$ cat src/rtl/bin2bcd_seq_pkg.sv
// Shared types and constants for the sequential binary-to-BCD converter.
// The state encoding is fixed so checkers and the debug port can decode it.
package bin2bcd_seq_pkg;

    typedef enum logic [1:0] {
        IDLE  = 2'd0,
        SHIFT = 2'd1,
        DONE  = 2'd2
    } state_t;

    // Largest value representable in the given number of decimal digits.
    function automatic int max_val(input int digits);
        int p;
        p = 1;
        for (int i = 0; i < digits; i++) begin
            p = p * 10;
        end
        return p - 1;
    endfunction

endpackage

$ cat src/rtl/bin2bcd_seq_add3.sv
// Double-dabble digit correction: a nibble of 5 or more gets +3 before the
// shift so that the doubled value carries correctly into the next digit.
module bin2bcd_seq_add3 (
    input  logic [3:0] i_nib,
    output logic [3:0] o_nib
);

    assign o_nib = (i_nib >= 4'd5) ? (i_nib + 4'd3) : i_nib;

endmodule

$ cat src/rtl/bin2bcd_seq.sv
// Sequential binary-to-BCD converter (shift-and-add-3), one bit per clock.
// Handshake: start is sampled only in IDLE; busy covers SHIFT and DONE; done
// pulses for one cycle when bcd/ovf update, and start may be accepted then.
module bin2bcd_seq
    import bin2bcd_seq_pkg::*;
#(
    parameter int BIN_W  = 14,
    parameter int DIGITS = 4
) (
    input  logic                  clk,
    input  logic                  rst,
    input  logic [BIN_W-1:0]      bin,
    input  logic                  start,
    output logic                  busy,
    output logic                  done,
    output logic [4*DIGITS-1:0]   bcd,
    output logic                  ovf,
    output state_t                dbg_state
);

    localparam int                 BCD_W   = 4 * DIGITS;
    localparam int                 CNT_W   = $clog2(BIN_W + 1);
    localparam logic [BIN_W-1:0]   MAX_BIN = BIN_W'(max_val(DIGITS));
    localparam logic [BCD_W-1:0]   ALL9    = {DIGITS{4'h9}};
    localparam logic [CNT_W-1:0]   LAST    = CNT_W'(BIN_W - 1);

    state_t              r_state;
    state_t              w_state_next;
    logic                w_busy;
    logic [BIN_W-1:0]    r_shreg;
    logic [BCD_W-1:0]    r_acc;
    logic [CNT_W-1:0]    r_cnt;
    logic                r_ovf_pend;
    logic [BCD_W-1:0]    r_bcd;
    logic                r_ovf;
    logic                r_done;
    logic [BCD_W-1:0]    w_adj;
    logic [BCD_W-1:0]    w_acc_shift;
    logic                w_last;

    generate
        for (genvar g = 0; g < DIGITS; g++) begin : g_add3
            bin2bcd_seq_add3 u_add3 (
                .i_nib (r_acc[4*g +: 4]),
                .o_nib (w_adj[4*g +: 4])
            );
        end
    endgenerate

    assign w_acc_shift = {w_adj[BCD_W-2:0], r_shreg[BIN_W-1]};
    assign w_last      = (r_cnt == LAST);

    always_ff @(posedge clk) begin
        if (rst) begin
            r_state <= IDLE;
        end else begin
            r_state <= w_state_next;
        end
    end

    always_comb begin
        w_state_next = r_state;
        w_busy       = 1'b0;
        case (r_state)
            IDLE: begin
                if (start) begin
                    w_state_next = SHIFT;
                end
            end
            SHIFT: begin
                w_busy = 1'b1;
                if (w_last) begin
                    w_state_next = DONE;
                end
            end
            DONE: begin
                w_busy       = 1'b1;
                w_state_next = IDLE;
            end
            default: begin
                w_state_next = IDLE;
            end
        endcase
    end

    always_ff @(posedge clk) begin
        if (rst) begin
            r_shreg    <= '0;
            r_acc      <= '0;
            r_cnt      <= '0;
            r_ovf_pend <= 1'b0;
            r_bcd      <= '0;
            r_ovf      <= 1'b0;
            r_done     <= 1'b0;
        end else begin
            r_done <= 1'b0;
            case (r_state)
                IDLE: begin
                    if (start) begin
                        r_shreg    <= bin;
                        r_acc      <= '0;
                        r_cnt      <= '0;
                        r_ovf_pend <= (bin > MAX_BIN);
                    end
                end
                SHIFT: begin
                    r_acc   <= w_acc_shift;
                    r_shreg <= {r_shreg[BIN_W-2:0], 1'b0};
                    r_cnt   <= r_cnt + CNT_W'(1);
                    // A bit leaving the top digit can only happen on overflow.
                    r_ovf_pend <= r_ovf_pend | w_adj[BCD_W-1];
                end
                DONE: begin
                    r_bcd  <= r_ovf_pend ? ALL9 : r_acc;
                    r_ovf  <= r_ovf_pend;
                    r_done <= 1'b1;
                end
                default: begin
                end
            endcase
        end
    end

    assign busy      = w_busy;
    assign done      = r_done;
    assign bcd       = r_bcd;
    assign ovf       = r_ovf;
    assign dbg_state = r_state;

endmodule
$ cat config.mk
export PLATFORM = sky130hd
export DESIGN_NAME = bin2bcd_seq
export DESIGN_NICKNAME = d
export VERILOG_FILES = /design/src/rtl/bin2bcd_seq_pkg.sv /design/src/rtl/bin2bcd_seq_add3.sv /design/src/rtl/bin2bcd_seq.sv
export SDC_FILE = /design/constraint.sdc
export NUM_CORES = 1
export LEC_CHECK = 0
export ABC_AREA = 1
export CAP_MARGIN = 5
export CORE_AREA = 2 2 70 72
export CTS_CLUSTER_DIAMETER = 30
export CTS_CLUSTER_SIZE = 10
export DETAILED_ROUTE_END_ITERATION = 12
export DIE_AREA = 0 0 72 74
export PLACE_DENSITY = 0.82
export RECOVER_POWER = 25
export REMOVE_ABC_BUFFERS = 1
export SLEW_MARGIN = 10
export SYNTH_ARGS = -nofsm -noshare
export SYNTH_HDL_FRONTEND = slang
export SYNTH_SLANG_ARGS = --single-unit
$ cat constraint.sdc
create_clock -name clk -period 4.04 [get_ports clk]
set_input_delay 0.808 -clock clk [delete_from_list [all_inputs] [get_ports clk]]
set_output_delay 0.808 -clock clk [all_outputs]
set_load 0.01 [all_outputs]
==> run_results.csv <==
group,metric,value,unit
clock_tree,h-tree-depth,2,
worst_hold_path,min-delay-start,"bcd[13]$_SDFFE_PP0P_",
setup_path,r2r_setup_slack,1.72,ns
clock_tree,max-clock-path-buffers,2,
placement,io_buffers,37,
route,route.detailed.drc,0,
floorplan,die_h,74,microns
route,drt_iter0_drc,145,
logic_synthesis,synth.ff_latch_count,55,
logic_synthesis,synth_top_flop_cell,"dfxtp_1",
timing,finalHoldViolations,0,
setup_path,crit_type,"in -> reg",
logic_synthesis,ys_seq_area_share,43.0,%
power_and_ir_drop,p_leak,0.00116,uW
cells_and_area,nFillCells,411,
global_route,antenna_found_initial,0,
logic_synthesis,synth-edff-count,0,
global_route,gr-total-overflow,0,
placement,finalWeightedCongestion,0.821,
cells_and_area,drive_gt1_share,2.96,%
setup_path,cp-start-kind,"input pin",
timing,finalSetupViolCount,0,
route,ant_nets,0,
outcome,status,"completed",
floorplan,die_w,72,microns
clock_tree,clock-root-buffer,"clkbuf_8",
logic_synthesis,yosysTopAreaCell,"dfxtp_1",
cells_and_area,nets,401,
timing,fin_crit,2.54,ns
global_route,grt_pass1_wl,8770,microns
timing,rsz0062_at_grt,"false",
global_route,grt_max_degree,42,
timing,slew-limit-headroom,25.4,%
timing,drv_slew,0,
setup_path,rr_startpoint,"dbg_state[0]$_SDFFE_PP0P_",
timing,finalSetupTns,0,ns
floorplan,rows,25,
setup_path,worstPathArrival,2.78,ns
power_and_ir_drop,ir_worst_vdd,0.000284,V
timing,tightest_slew,1.11,ns
cells_and_area,syn2layout_area_growth,17.8,%
logic_synthesis,synthDistinctLibCells,25,
logic_synthesis,synth.top_cell.area_share,43.0,%
timing,worst_hold_slack,0.464,ns
timing,fmax,394,MHz
logic_synthesis,yosysWarnings,0,
timing,finalCritPeriodShare,62.8,%
flow_run,drv_cap,0,
route,vias_per_cell,5.43,
clock_tree,cts_made_buffers,5,
floorplan,core_area,4600,sq um
setup_path,crit_required,4.28,ns
route,post_drt_wl_per_cell,12.1,microns
worst_hold_path,hold_class,"reg -> reg",
global_route,globalRouteTotalUtil,20.9,%
floorplan,dieArea,5330,sq um
logic_synthesis,synthCells,342,
power_and_ir_drop,power.density,524,nW/um^2
setup_path,path_max_fanout,27,
placement,dpl.hpwl,3420,microns
route,drt-total-wl,5170,microns
timing,fin_skew,0.00948,ns
floorplan,ios,38,
clock_tree,cts_sinks,55,
logic_synthesis,synth_commonest_cells,"nand2_1, dfxtp_1, a21oi_1",
clock_tree,cts_tree,"yes",
clock_tree,clk_latency,0.32,ns
clock_tree,cts_resized,0,
floorplan,start_util,55.6,%
logic_synthesis,syn_avg_cell_area,7.48,sq um
cells_and_area,antenna_cells,0,
route,first_pass_iters,5,
setup_path,end_kind,"flip-flop",
clock_tree,cts_setup_buffers,0,
clock_tree,ctsHoldBuffers,0,
logic_synthesis,yosysMostFrequentCell,"nand2_1",
logic_synthesis,synth_area_leaders,"dfxtp_1, nand2_1, a21oi_1",
logic_synthesis,synth_area,2560,sq um
setup_path,startpoint,"start",
route,vias,2313,
global_route,first_global_vias,2064,
logic_synthesis,synthArstFlopShare,0,%
clock_tree,path_clk_slew,0.09,ns
worst max-delay path, stage by stage:
cell	delay (ns)
clkdlybuf4s50_1	0.41
inv_1	0.06
nand2_1	0.08
nand2_2	0.09
nand2_1	0.51
inv_4	0.48
nand2_1	0.12
a21oi_1	0.20
placed cells by master (no fill, tap or decap), types with 4 or more instances in the layout:
cell type,synthesis,layout
inv_1,27,28
nand2_1,87,88
nand3_1,26,26
clkbuf_8,0,5
ha_1,13,13
nor2_1,22,23
dlygate4sd3_1,0,8
nand4_1,4,4
a21oi_1,40,40
a31oi_1,12,12
o21ai_0,19,19
clkdlybuf4s50_1,0,29
o211ai_1,7,7
dfxtp_1,55,55
registers in the layout, indices dropped and copies added, names as in the netlist:
name,flops
bcd,16
r_acc,16
r_shreg,14
r_cnt,4
dbg_state,2
done,1
ovf,1
r_ovf_pend,1
metal layers:
layer  up-vias  routed length (microns)  global-route usage, %
met5         -                        0                      0
met4         0                       64                   5.66
met3         7                      253                   4.47
met2        67                     2490                   37.0
met1      1048                     2360                   26.0
li1       1191                        -                      -
stage by stage:
| stage | util, % | cell area [sq um] | std cells | total power (uW) | worst slack, ns |
|---|---|---|---|---|---|
| floorplan | - | 2450 | 326 | 993 | 2.41 |
| global placement | 63.0 | 2900 | 418 | 1180 | 1.71 |
| detailed placement | 63.0 | 2900 | 418 | 1190 | 1.64 |
| CTS | 65.9 | 3030 | 426 | 1600 | 1.65 |
| global route | 65.6 | 3020 | 426 | 1690 | 1.30 |
| finish | 65.6 | 3020 | 426 | 1580 | 1.50 |
path summary, 6_finish.rpt:
| kind | end | cells after the start |
|---|---|---|
| max | r_acc[7]$_SDFFE_PP0P_ | 8 |
| min reg2reg | bcd[13]$_SDFFE_PP0P_ | 2 |
| max reg2reg | bcd[9]$_SDFFE_PP0P_ | 6 |
| min | bcd[13]$_SDFFE_PP0P_ | 2 |
kinds of logic (layout without fill, tap and decap cells):
kind of cell,Yosys count,in the layout,share of synthesized area (%)
adders and majority gates,13,13,6.36
and+or+nand+nor,146,146,24.2
DFF,55,55,43.0
AOI/OAI and AO/OA,79,79,16.8
xor gates and xnor gates,3,3,1.03
buffers and inverters,46,76,8.66
area by class of cell:
type | count | area (sq um) | share of cell area, %
inverters | 30 | 115 | 3.82
multi-input cells | 241 | 1220 | 40.5
clock inverters | 2 | 60.1 | 1.99
well taps | 54 | 67.6 | 2.24
repair buffers | 38 | 378 | 12.5
flip-flops and latches | 55 | 1100 | 36.5
clock buffers | 6 | 72.6 | 2.41
power by group:
part           switching, uW  total [uW]  internal (uW)  leakage, uW
clock                    174         422            248    0.0000654
combinational            310         480            170     0.000646
sequential              51.4         679            628     0.000447
total                    535        1580           1050      0.00116
(Power assumes the default switching activity.)
